==> src/rtl/pipe_hazard_ctrl.sv <==
// Hazard and stall controller for the 5-stage pipeline.
// It keeps a per-register write scoreboard and generates the freeze, flush and stall-cycle count.
module pipe_hazard_ctrl #(
    parameter int unsigned NREG  = 16,
    parameter int unsigned CNT_W = 16
) (
    input  logic             clk,
    input  logic             rst,
    input  logic             fwd_en,
    input  logic             id_valid,
    input  logic [3:0]       id_src1,
    input  logic [3:0]       id_src2,
    input  logic             id_two_src,
    input  logic             id_wb_en,
    input  logic             id_mem_r_en,
    input  logic [3:0]       id_dest,
    input  logic             id_cond_ok,
    input  logic             exe_branch_taken,
    input  logic             mem_busy,
    output logic             hazard,
    output logic             freeze,
    output logic             flush,
    output logic [NREG-1:0]  pending,
    output logic [CNT_W-1:0] stall_count
);

    logic [NREG-1:0][1:0] cnt_q, cnt_d;
    logic [CNT_W-1:0]     stall_count_q, stall_count_d;
    logic [1:0]           load_val;
    logic                 issue;

    always_comb begin
        pending = '0;
        for (int r = 0; r < NREG; r++) begin
            pending[r] = (cnt_q[r] != 2'd0);
        end
    end

    assign freeze = mem_busy;
    assign flush  = exe_branch_taken & ~freeze;
    // Uses the ungated controller flags so hazard never feeds back on itself.
    assign hazard = id_valid & ~flush &
                    (pending[id_src1] | (id_two_src & pending[id_src2]));
    assign issue  = id_valid & id_cond_ok & id_wb_en & ~hazard & ~freeze & ~flush;

    // Cycles until the result is readable by ID; fwd_en only matters at issue.
    always_comb begin
        load_val = 2'd0;
        if (!fwd_en) begin
            load_val = 2'd2;
        end else if (id_mem_r_en) begin
            load_val = 2'd1;
        end
    end

    always_comb begin
        cnt_d = cnt_q;
        for (int r = 0; r < NREG; r++) begin
            if (!freeze && cnt_q[r] != 2'd0) begin
                cnt_d[r] = cnt_q[r] - 2'd1;
            end
            // A new writer overrides the decrement of an older one to the same register.
            if (issue && id_dest == 4'(r)) begin
                cnt_d[r] = load_val;
            end
        end
    end

    always_comb begin
        stall_count_d = stall_count_q;
        if ((hazard || freeze) && stall_count_q != '1) begin
            stall_count_d = stall_count_q + 1'b1;
        end
    end

    always_ff @(posedge clk or negedge rst) begin
        if (!rst) begin
            cnt_q         <= '0;
            stall_count_q <= '0;
        end else begin
            cnt_q         <= cnt_d;
            stall_count_q <= stall_count_d;
        end
    end

    assign stall_count = stall_count_q;

endmodule

==> config.mk <==
export PLATFORM = sky130hd
export DESIGN_NAME = pipe_hazard_ctrl
export DESIGN_NICKNAME = d
export VERILOG_FILES = /design/src/rtl/pipe_hazard_ctrl.sv
export SDC_FILE = /design/constraint.sdc
export NUM_CORES = 1
export LEC_CHECK = 0
export ABC_AREA = 1
export CELL_PAD_IN_SITES_DETAIL_PLACEMENT = 0
export CELL_PAD_IN_SITES_GLOBAL_PLACEMENT = 1
export CORE_ASPECT_RATIO = 0.7
export CORE_MARGIN = 3
export CORE_UTILIZATION = 46
export CTS_CLUSTER_DIAMETER = 30
export DETAILED_ROUTE_END_ITERATION = 8
export DONT_BUFFER_PORTS = 1
export GPL_ROUTABILITY_DRIVEN = 0
export HOLD_SLACK_MARGIN = 0.12
export PLACE_DENSITY = 0.85
export REMOVE_ABC_BUFFERS = 1
export SLEW_MARGIN = 40
export SYNTH_ARGS = -nofsm -noshare
export SYNTH_HDL_FRONTEND = slang
export SYNTH_SLANG_ARGS = --single-unit
==> constraint.sdc <==
create_clock -name clk -period 1.9 [get_ports clk]
set_input_delay 0.095 -clock clk [delete_from_list [all_inputs] [get_ports clk]]
set_output_delay 0.095 -clock clk [all_outputs]
set_load 0.05 [all_outputs]
==> results of run 1 <==
## cell usage after synthesis, types with 2 or more instances
| library cell | instances | area share |
|---|---|---|
| nor2_1 | 75 | 0.080 |
| xor2_1 | 22 | 0.054 |
| nand4_1 | 22 | 0.039 |
| ha_1 | 17 | 0.060 |
| buf_2 | 5 | 0.0071 |
| o21ai_1 | 14 | 0.020 |
| buf_6 | 5 | 0.016 |
| nor3_1 | 4 | 0.0057 |
| inv_1 | 85 | 0.090 |
| nand2_1 | 100 | 0.11 |
| a21oi_1 | 24 | 0.034 |
| o21ai_0 | 2 | 0.0028 |
| nand4_2 | 9 | 0.032 |
| clkbuf_1 | 3 | 0.0032 |
| nand3b_1 | 3 | 0.0064 |
| nand3_1 | 53 | 0.075 |
| dfrtp_1 | 48 | 0.34 |
| nand2_2 | 2 | 0.0035 |
| buf_4 | 2 | 0.0042 |
| xnor2_1 | 3 | 0.0074 |
## critical path, cell delays in order (launching register included)
cell and delay [ps]:
dfrtp_1 370, inv_1 80, ha_4 180, a21oi_1 150, o21ai_2 70, nand3_1 80, nand2_1 60, nand2_1 50
nand2_1 60, nand2_2 100, nand2_4 70, buf_8 140, inv_4 60, buf_12 120
## per-stage QoR
stage | cells | worst slack [ps] | hold slack (ps) | utilization | total power, mW
after floorplan | 490 | -379 | -201 | - | 4.44
after global placement | 667 | -24.2 | -199 | 0.565 | 5.82
after detailed placement | 667 | -81.4 | -199 | 0.565 | 5.95
after CTS | 685 | -56.1 | 130 | 0.617 | 7.05
after global routing | 691 | -195 | 131 | 0.639 | 7.86
final | 691 | -93.2 | 113 | 0.639 | 7.24
## worst paths after layout
check | cells after the start | end | from
worst min-delay path | 4 | cnt_q[25] | mem_busy
min in group asynchronous | 2 | stall_count[14] | rst
max in group asynchronous | 2 | cnt_q[5] | rst
worst max-delay path | 13 | hazard | cnt_q[3]
worst max register to register | 15 | cnt_q[15] | cnt_q[3]
worst min register to register | 2 | cnt_q[5] | cnt_q[5]
## sequential cells by signal, indices dropped and copies added (netlist names)
name,cells
stall_count,16
cnt_q,32
## per-layer routing
layer  part of all wire  vias up  global-route usage
met1               0.51     1661               0.345
li1                   -     1787                   -
met5                  0        -                   0
met2               0.43      100               0.350
met4             0.0041        0              0.0332
met3              0.061        4              0.0439
## what timing repair did
item / in CTS / in global routing
buffers inserted: 6 / 5
pin swaps: 11 / 14
gates cloned: 0 / 1
endpoints found under the setup margin: 36 / 49
gates resized for setup: 53 / 26
hold buffers: 4 / 0
endpoints found under the hold margin: 80 / 0
## cells by family (layout without fill, tap and decap cells)
kind of cell,after synthesis,count (layout),synth area share
compound gates,41,41,0.0590
xor+xnor,25,25,0.0618
fa+ha+maj,17,17,0.0601
buf+inv,104,191,0.125
flops,48,48,0.339
simple gates,271,271,0.354
## report_power, final
part | switching [mW] | internal (mW)
Clock | 0.363 | 0.257
Sequential | 0.192 | 1.46
Combinational | 2.89 | 2.08
## cell type report
cell class                      instances  area [sq um]
Clock inverter                          3          18.8
Multi-Input combinational cell        354          2150
Timing Repair Buffer                   95           817
Sequential cell                        48          1200
Clock buffer                            5          68.8
Fill cell                             630          2670
Inverter                               88           340
Tap cell                               98           123
==> flow_summary.toml, run 1 <==
[layout]
area_growth_pct = 33.3
post-route-cell-area_sq_um = 4720
drive_gt1_frac = 0.278
num_antenna_cells = 0
final_common_cell = "nand2_1"
fin_nets = 631
final_cell_mix = "nand2_1 (100), buf_4 (81), nor2_1 (72), inv_1 (63), nand3_1 (50)"

[global_route]
grt_pass1_vias = 3391
grt_usage = 0.229
antenna_found_initial = 0
grt_max_degree = 49
grt_pass1_wl_microns = 16500
overflow = 0

[sta]
timing.fmax_ghz = 0.502
fin_setup_tns_ps = -988
hold_viol_final = 0
finalWorstSetupSlack_ps = -93.2
fin_skew_ps = 7.74
grt_setup_unrepaired = "true"
worst-slew-pin-transition_ps = 803
finalCritPeriodShare = 1.05
setup_viol = 35
period_needed_ps = 1990
slew_violations = 0
slew_headroom = 0.463

[clock_network]
cts.clk_slew.worst_paths_ps = 90
cts-root-buf = "clkbuf_8"
cts_tree = "done"
clkSinkCount = 48
cts_made_buffers = 5
clockBufferDepth = 2
htreeDepth = 2
clk_latency_ps = 300

[die]
dieHeight_microns = 79.4
die_x_microns = 111
die_area_sq_um = 8800
start_util = 0.479
rows = 26
core_sq_um = 7380
io_pins = 57

[detailed_routing]
drt_iter0_markers = 220
first_pass_iters = 4
wl_per_cell_microns = 14.3
viasPerCell = 5.14
final_antenna_net_count = 0
wirelength_microns = 9890
drc = 0
via_count = 3552

[place]
hpwl_microns = 7210
port_buffers = 0
place_area_sq_um = 4170

[worst_setup_path]
startpoint_type = "flip-flop"
worstPathRequired_ps = 1800
crit_arrival_ps = 1900
crit_fanout = 6
ff2ff_setup_slack_ps = -70
crit_type = "flip-flop to output pin"
endpoint_kind = "output pin"

[synthesis]
synthFlopType = "dfrtp_1"
yosysUniqueCellTypes = 28
ys_warn_count = 0
async_reset_ff_frac = 1.00
synthCells = 506
synth.avg_cell_area_sq_um = 7.00
synth_edf_count = 0
syn-cell-area_sq_um = 3540
ys_seq_elements = 48
yosysSeqAreaShare = 0.339

[pwr]
p_per_area_nw_per_um2 = 1530
power_leakage_nw = 2.38
peakVddDrop_v = 0.00116

[hold_path]
min_path_type = "primary input to flip-flop"

[run]
max_cap_violations = 0

[outcome]
violations = "setup timing"
status = "finished, violations left"
Note: power is estimated with default switching activity, not from simulation.
==> run 2, diff against run 1 <==
--- a/config.mk
+++ b/config.mk
@@ -10,13 +10,14 @@
 export CELL_PAD_IN_SITES_GLOBAL_PLACEMENT = 1
 export CORE_ASPECT_RATIO = 0.7
 export CORE_MARGIN = 3
-export CORE_UTILIZATION = 46
+export CORE_UTILIZATION = 47
+export CTS_BUF_LIST = sky130_fd_sc_hd__clkbuf_4
 export CTS_CLUSTER_DIAMETER = 30
 export DETAILED_ROUTE_END_ITERATION = 8
 export DONT_BUFFER_PORTS = 1
 export GPL_ROUTABILITY_DRIVEN = 0
 export HOLD_SLACK_MARGIN = 0.12
-export PLACE_DENSITY = 0.85
+export PLACE_DENSITY = 0.87
 export REMOVE_ABC_BUFFERS = 1
 export SLEW_MARGIN = 40
 export SYNTH_ARGS = -nofsm -noshare
==> constraint.sdc (replaced) <==
create_clock -name clk -period 2.2 [get_ports clk]
set_input_delay 0.11 -clock clk [delete_from_list [all_inputs] [get_ports clk]]
set_output_delay 0.11 -clock clk [all_outputs]
set_load 0.05 [all_outputs]
==> run 2 against run 1 <==
Compared with the run above:
- the run now ends clean
- clock power is 9.0% lower
- via count is 4.5% lower
- worst setup slack better by 230 ps
- combinational power is 30% lower
- critical path depth is 2 higher
- clock skew is 9.4 ps higher
- wire length is 4.4% lower
- total power is 24% lower
- hold slack better by 15 ps
- final area is 11% lower
- die area is 2.0% lower
- non-clock buffer count is 43 lower
- largest power group unchanged
==> flow_summary.toml, run 2 (synthesized netlist as in run 1, its figures left out) <==
[worst_setup_path]
crit_arrival_ps = 2330
endpoint_kind = "flip-flop"
crit_fanout = 5
worstPathCellList = "inv_1 > ha_4 > inv_1 > o21ai_1 > nand3_1 > nand2_1 > nand2_1 > nand2_1 > nand2_4 > buf_4 > nand2_4 > buf_4 > nand4_2 > nand3_1 > nand3_1"
crit_type = "flip-flop to flip-flop"
cpMaxStageDelayCell = "dfrtp_1"
worstPathRequired_ps = 2460
cpLargestDelayFamily = "simple AND/OR/NAND/NOR gates"
slowest_delay_ps = 390
startpoint_type = "flip-flop"
cp_num_buf_inv = 4

[detailed_routing]
viasPerCell = 5.26
wl_per_cell_microns = 14.7
wirelength_microns = 9450
first_pass_iters = 5
final_antenna_net_count = 0
drc = 0
drt_iter0_markers = 370
via_count = 3391

[run]
max_cap_violations = 0

[layout]
final_util = 0.594
fin_nets = 589
area_growth_pct = 18.1
final_cell_mix = "nand2_1 (100), inv_1 (82), nor2_1 (73), nand3_1 (52), dfrtp_1 (48)"
num_antenna_cells = 0
final_common_cell = "nand2_1"
drive_gt1_frac = 0.158
largest_reg_flops = 32
top_register = "cnt_q"
post-route-cell-area_sq_um = 4180
instances_no_fill = 645
nFillCells = 668

[sta]
whs_ps = 129
worst-slew-pin-transition_ps = 726
fin_skew_ps = 17.2
slew_headroom = 0.515
setup_viol = 0
hold_viol_final = 0
slew_violations = 0
fin_setup_tns_ps = 0
timing.fmax_ghz = 0.484
finalWorstSetupSlack_ps = 132
period_needed_ps = 2070
finalCritPeriodShare = 0.940

[global_route]
grt_max_degree = 49
overflow = 0
grt_usage = 0.227
grt_pass1_wl_microns = 15400
antenna_found_initial = 0
grt_pass1_vias = 3105

[place]
place_inst = 623
hpwl_microns = 6780
pre_cts_ws_ps = 183
port_buffers = 0
place_area_sq_um = 3850

[clock_network]
clk_latency_ps = 380
clockBufferDepth = 2
cts-root-buf = "clkbuf_4"
htreeDepth = 2
cts.clk_slew.worst_paths_ps = 140
clkSinkCount = 48
cts_made_buffers = 5
cts_tree = "done"

[pwr]
finalPower_mw = 5.48
power_leakage_nw = 2.26
p_per_area_nw_per_um2 = 1310
peakVddDrop_v = 0.000948

[die]
core_sq_um = 7040
start_util = 0.503
dieHeight_microns = 78.6
die_x_microns = 110
rows = 25
io_pins = 57
die_area_sq_um = 8630

[hold_path]
min_path_type = "primary input to flip-flop"

[outcome]
status = "finished, final reports clean"
## run 2: changes by cell type in the layout (fill, tap and decap cells not counted), moves of 3 or more
cell,delta
nand4_4,-6
clkbuf_8,-5
inv_1,+19
nand4_2,+6
buf_6,-4
inv_2,-17
a21oi_2,-3
buf_4,-38
clkbuf_4,+6
a21oi_1,+3
ha_4,-7
ha_1,+7
## run 2: worst register-to-register path, cell delays in order (launching register included)
cell	delay [ps]
dfrtp_1	390
inv_1	130
ha_4	180
inv_1	70
o21ai_1	110
nand3_1	90
nand2_1	80
nand2_1	50
nand2_1	100
nand2_4	90
buf_4	150
nand2_4	80
buf_4	120
nand4_2	130
nand3_1	120
nand3_1	70
## run 2: area by class of cell
type                       instances  area [sq um]  share of cell area
tap                               94           118              0.0281
clock inverter                     2          35.0             0.00838
sequential                        48          1200               0.287
timing repair buffer              52           437               0.104
inverter                          88           335              0.0802
multi-input combinational        355          2010               0.481
clock buffer                       6          45.0              0.0108
## run 2: routing by layer
metal  global-route usage  wire (microns)  vias up
li1                     -               -     1702
met1                0.370            5080     1575
met2                0.305            3670      108
met3               0.0477             642        6
met4               0.0361              55        0
met5                    0               0        -
## run 2: final timing paths
kind	start	to	slack [ps]	cells after the start
setup / recovery	cnt_q[16]	cnt_q[3]	130	15
setup reg to reg	cnt_q[16]	cnt_q[3]	130	15
hold / removal	id_dest[3]	cnt_q[13]	130	5
max in group asynchronous	rst	cnt_q[1]	1750	2
min in group asynchronous	rst	cnt_q[17]	210	2
hold reg to reg	cnt_q[5]	cnt_q[5]	530	2
## run 2: timing repair
item | 4_1_cts | 5_1_grt
setup endpoints to repair | 1 | 35
endpoints found under the hold margin | 80 | 0
hold buffers | 7 | 0
cloned | 0 | 1
pin swaps | 0 | 4
buffers inserted | 0 | 7
gates resized for setup | 3 | 22
## run 2: power breakdown
part	switching (mW)	internal, mW
logic	2.28	1.22
clock network	0.314	0.251
registers	0.154	1.26
==> run 3, diff against run 2 <==
==> constraint.sdc (replaced) <==
create_clock -name clk -period 2.2 [get_ports clk]
set_input_delay 0.22 -clock clk [delete_from_list [all_inputs] [get_ports clk]]
set_output_delay 0.22 -clock clk [all_outputs]
set_load 0.05 [all_outputs]
==> run 3 against run 2 <==
Compared with the run above:
- sequential power about the same
- combinational power about the same
- non-clock buffer count down 7
- first-iteration DRC count down 34%
- sequential share of layout area up 0.52 points
- critical path depth down 3
- die area unchanged
- clock power down 2%
==> flow_summary.toml, run 3 (synthesized netlist as in run 1, its figures left out) <==
[sta]
slew_violations = 0
hold_viol_final = 0
period_needed_ps = 2140
worst-slew-pin-transition_ps = 756
fin_skew_ps = 10.0
finalCritPeriodShare = 0.971
grt_setup_unrepaired = "true"
slew_headroom = 0.494
whs_ps = 149
setup_viol = 0
timing.fmax_ghz = 0.468

[die]
io_pins = 57
die_area_sq_um = 8630
die_x_microns = 110
rows = 25
core_sq_um = 7040
start_util = 0.503
dieHeight_microns = 78.6

[layout]
num_antenna_cells = 0
fin_nets = 581
area_growth_pct = 16.0
nFillCells = 686
top_register = "cnt_q"
largest_reg_flops = 32
final_cell_mix = "nand2_1 (100), inv_1 (78), nor2_1 (73), nand3_1 (53), dfrtp_1 (48)"
drive_gt1_frac = 0.158
instances_no_fill = 637
final_common_cell = "nand2_1"

[place]
port_buffers = 0
hpwl_microns = 6720
place_inst = 624

[detailed_routing]
drt_iter0_markers = 246
drc = 0
final_antenna_net_count = 0
viasPerCell = 5.32
via_count = 3389
wirelength_microns = 9170
wl_per_cell_microns = 14.4
first_pass_iters = 5

[clock_network]
cts_tree = "done"
htreeDepth = 2
clockBufferDepth = 2
cts.clk_slew.worst_paths_ps = 150
cts_made_buffers = 5
clkSinkCount = 48
clk_latency_ps = 370
cts-root-buf = "clkbuf_4"

[global_route]
grt_pass1_wl_microns = 15100
grt_pass1_vias = 3073
antenna_found_initial = 0
grt_usage = 0.224
overflow = 0
grt_max_degree = 49

[worst_setup_path]
crit_top_cell = "nand3_1"
crit_arrival_ps = 1920
cpLargestDelayFamily = "simple AND/OR/NAND/NOR gates"
cp_num_buf_inv = 4
startpoint_type = "flip-flop"
worstPathCellList = "inv_1 > ha_2 > inv_1 > nand2_1 > nand3_1 > nand3_1 > nand3_1 > nand3_1 > nand2_2 > nand2_4 > inv_2 > buf_12"
crit_type = "flip-flop to output pin"
worstPathRequired_ps = 1980
endpoint_kind = "output pin"
cpMaxStageDelayCell = "dfrtp_1"
slowest_delay_ps = 390
crit_fanout = 4

[run]
max_cap_violations = 0

[pwr]
peakVddDrop_v = 0.000880
power_leakage_nw = 2.22
p_per_area_nw_per_um2 = 1330

[outcome]
status = "finished, final reports clean"

[hold_path]
min_path_type = "primary input to flip-flop"
-- run 3: cell types whose count changed in the layout (fill, tap and decap cells not counted), sizes merged --
cell | previous run | this run
nand2 | 104 | 103
buf | 47 | 42
dlygate4sd3 | 5 | 3
-- run 3: worst paths after layout --
check / slack [ps] / depth (start not counted) / startpoint / end
setup / recovery: 60 / 12 / cnt_q[22] / hazard
hold / removal: 150 / 4 / mem_busy / cnt_q[17]
min in group asynchronous: 320 / 2 / rst / cnt_q[28]
setup reg to reg: 140 / 14 / cnt_q[22] / cnt_q[30]
hold reg to reg: 530 / 2 / cnt_q[31] / cnt_q[31]
max in group asynchronous: 1640 / 2 / rst / stall_count[6]
-- run 3: cell type report --
cell class / count / area (sq um) / share of cell area
clock inverter: 2 / 35.0 / 0.00853
inverter: 88 / 335 / 0.0817
multi-input combinational: 354 / 1990 / 0.486
clock buffer: 6 / 45.0 / 0.0110
tap: 94 / 118 / 0.0286
sequential: 48 / 1200 / 0.293
timing repair buffer: 45 / 378 / 0.0920
-- run 3: per-stage QoR --
step	area [sq um]	setup slack (ps)	power [mW]	utilization	setup TNS, ps
global route	4110	-48.7	5.94	0.583	-77.7
floorplan	3430	-78.8	3.83	-	-427
global placement	3860	215	4.59	0.549	0
detailed placement	3860	182	4.66	0.549	0
finish	4110	63.8	5.46	0.583	0
CTS	4050	5.61	5.34	0.575	0
-- run 3: worst register-to-register path, stage by stage (launching register included) --
cell and delay [ps]:
dfrtp_1 390, inv_1 80, ha_2 230, inv_1 80
nand2_1 60, nand3_1 60, nand3_1 70, nand3_1 70
nand3_1 110, nand2_2 90, nand2_4 110, buf_4 180
nand4_1 180, nor2_1 170, a21oi_1 60
-- run 3: timing repair --
action / in CTS / in global routing
pin swaps: 1 / 3
resized for setup: 9 / 20
hold buffers: 4 / 0
setup endpoints to repair: 1 / 24
buffers inserted: 1 / 1
endpoints found under the hold margin: 71 / 0
-- run 3: power by group --
group / switching [mW] / internal [mW] / total (mW) / leakage [nW]
sequential: 0.158 / 1.26 / 1.42 / 0.590
clock: 0.300 / 0.251 / 0.552 / 0.0456
combinational: 2.28 / 1.21 / 3.49 / 1.58
total: 2.73 / 2.72 / 5.46 / 2.22
-- run 3: per-layer routing --
metal	share of wire	routed length, microns	global-route usage	up-vias
li1	-	-	-	1692
met1	0.51	4640	0.348	1570
met2	0.39	3590	0.303	118
met3	0.093	853	0.0592	9
met4	0.0094	86	0.0535	0
met5	0	0	0	-
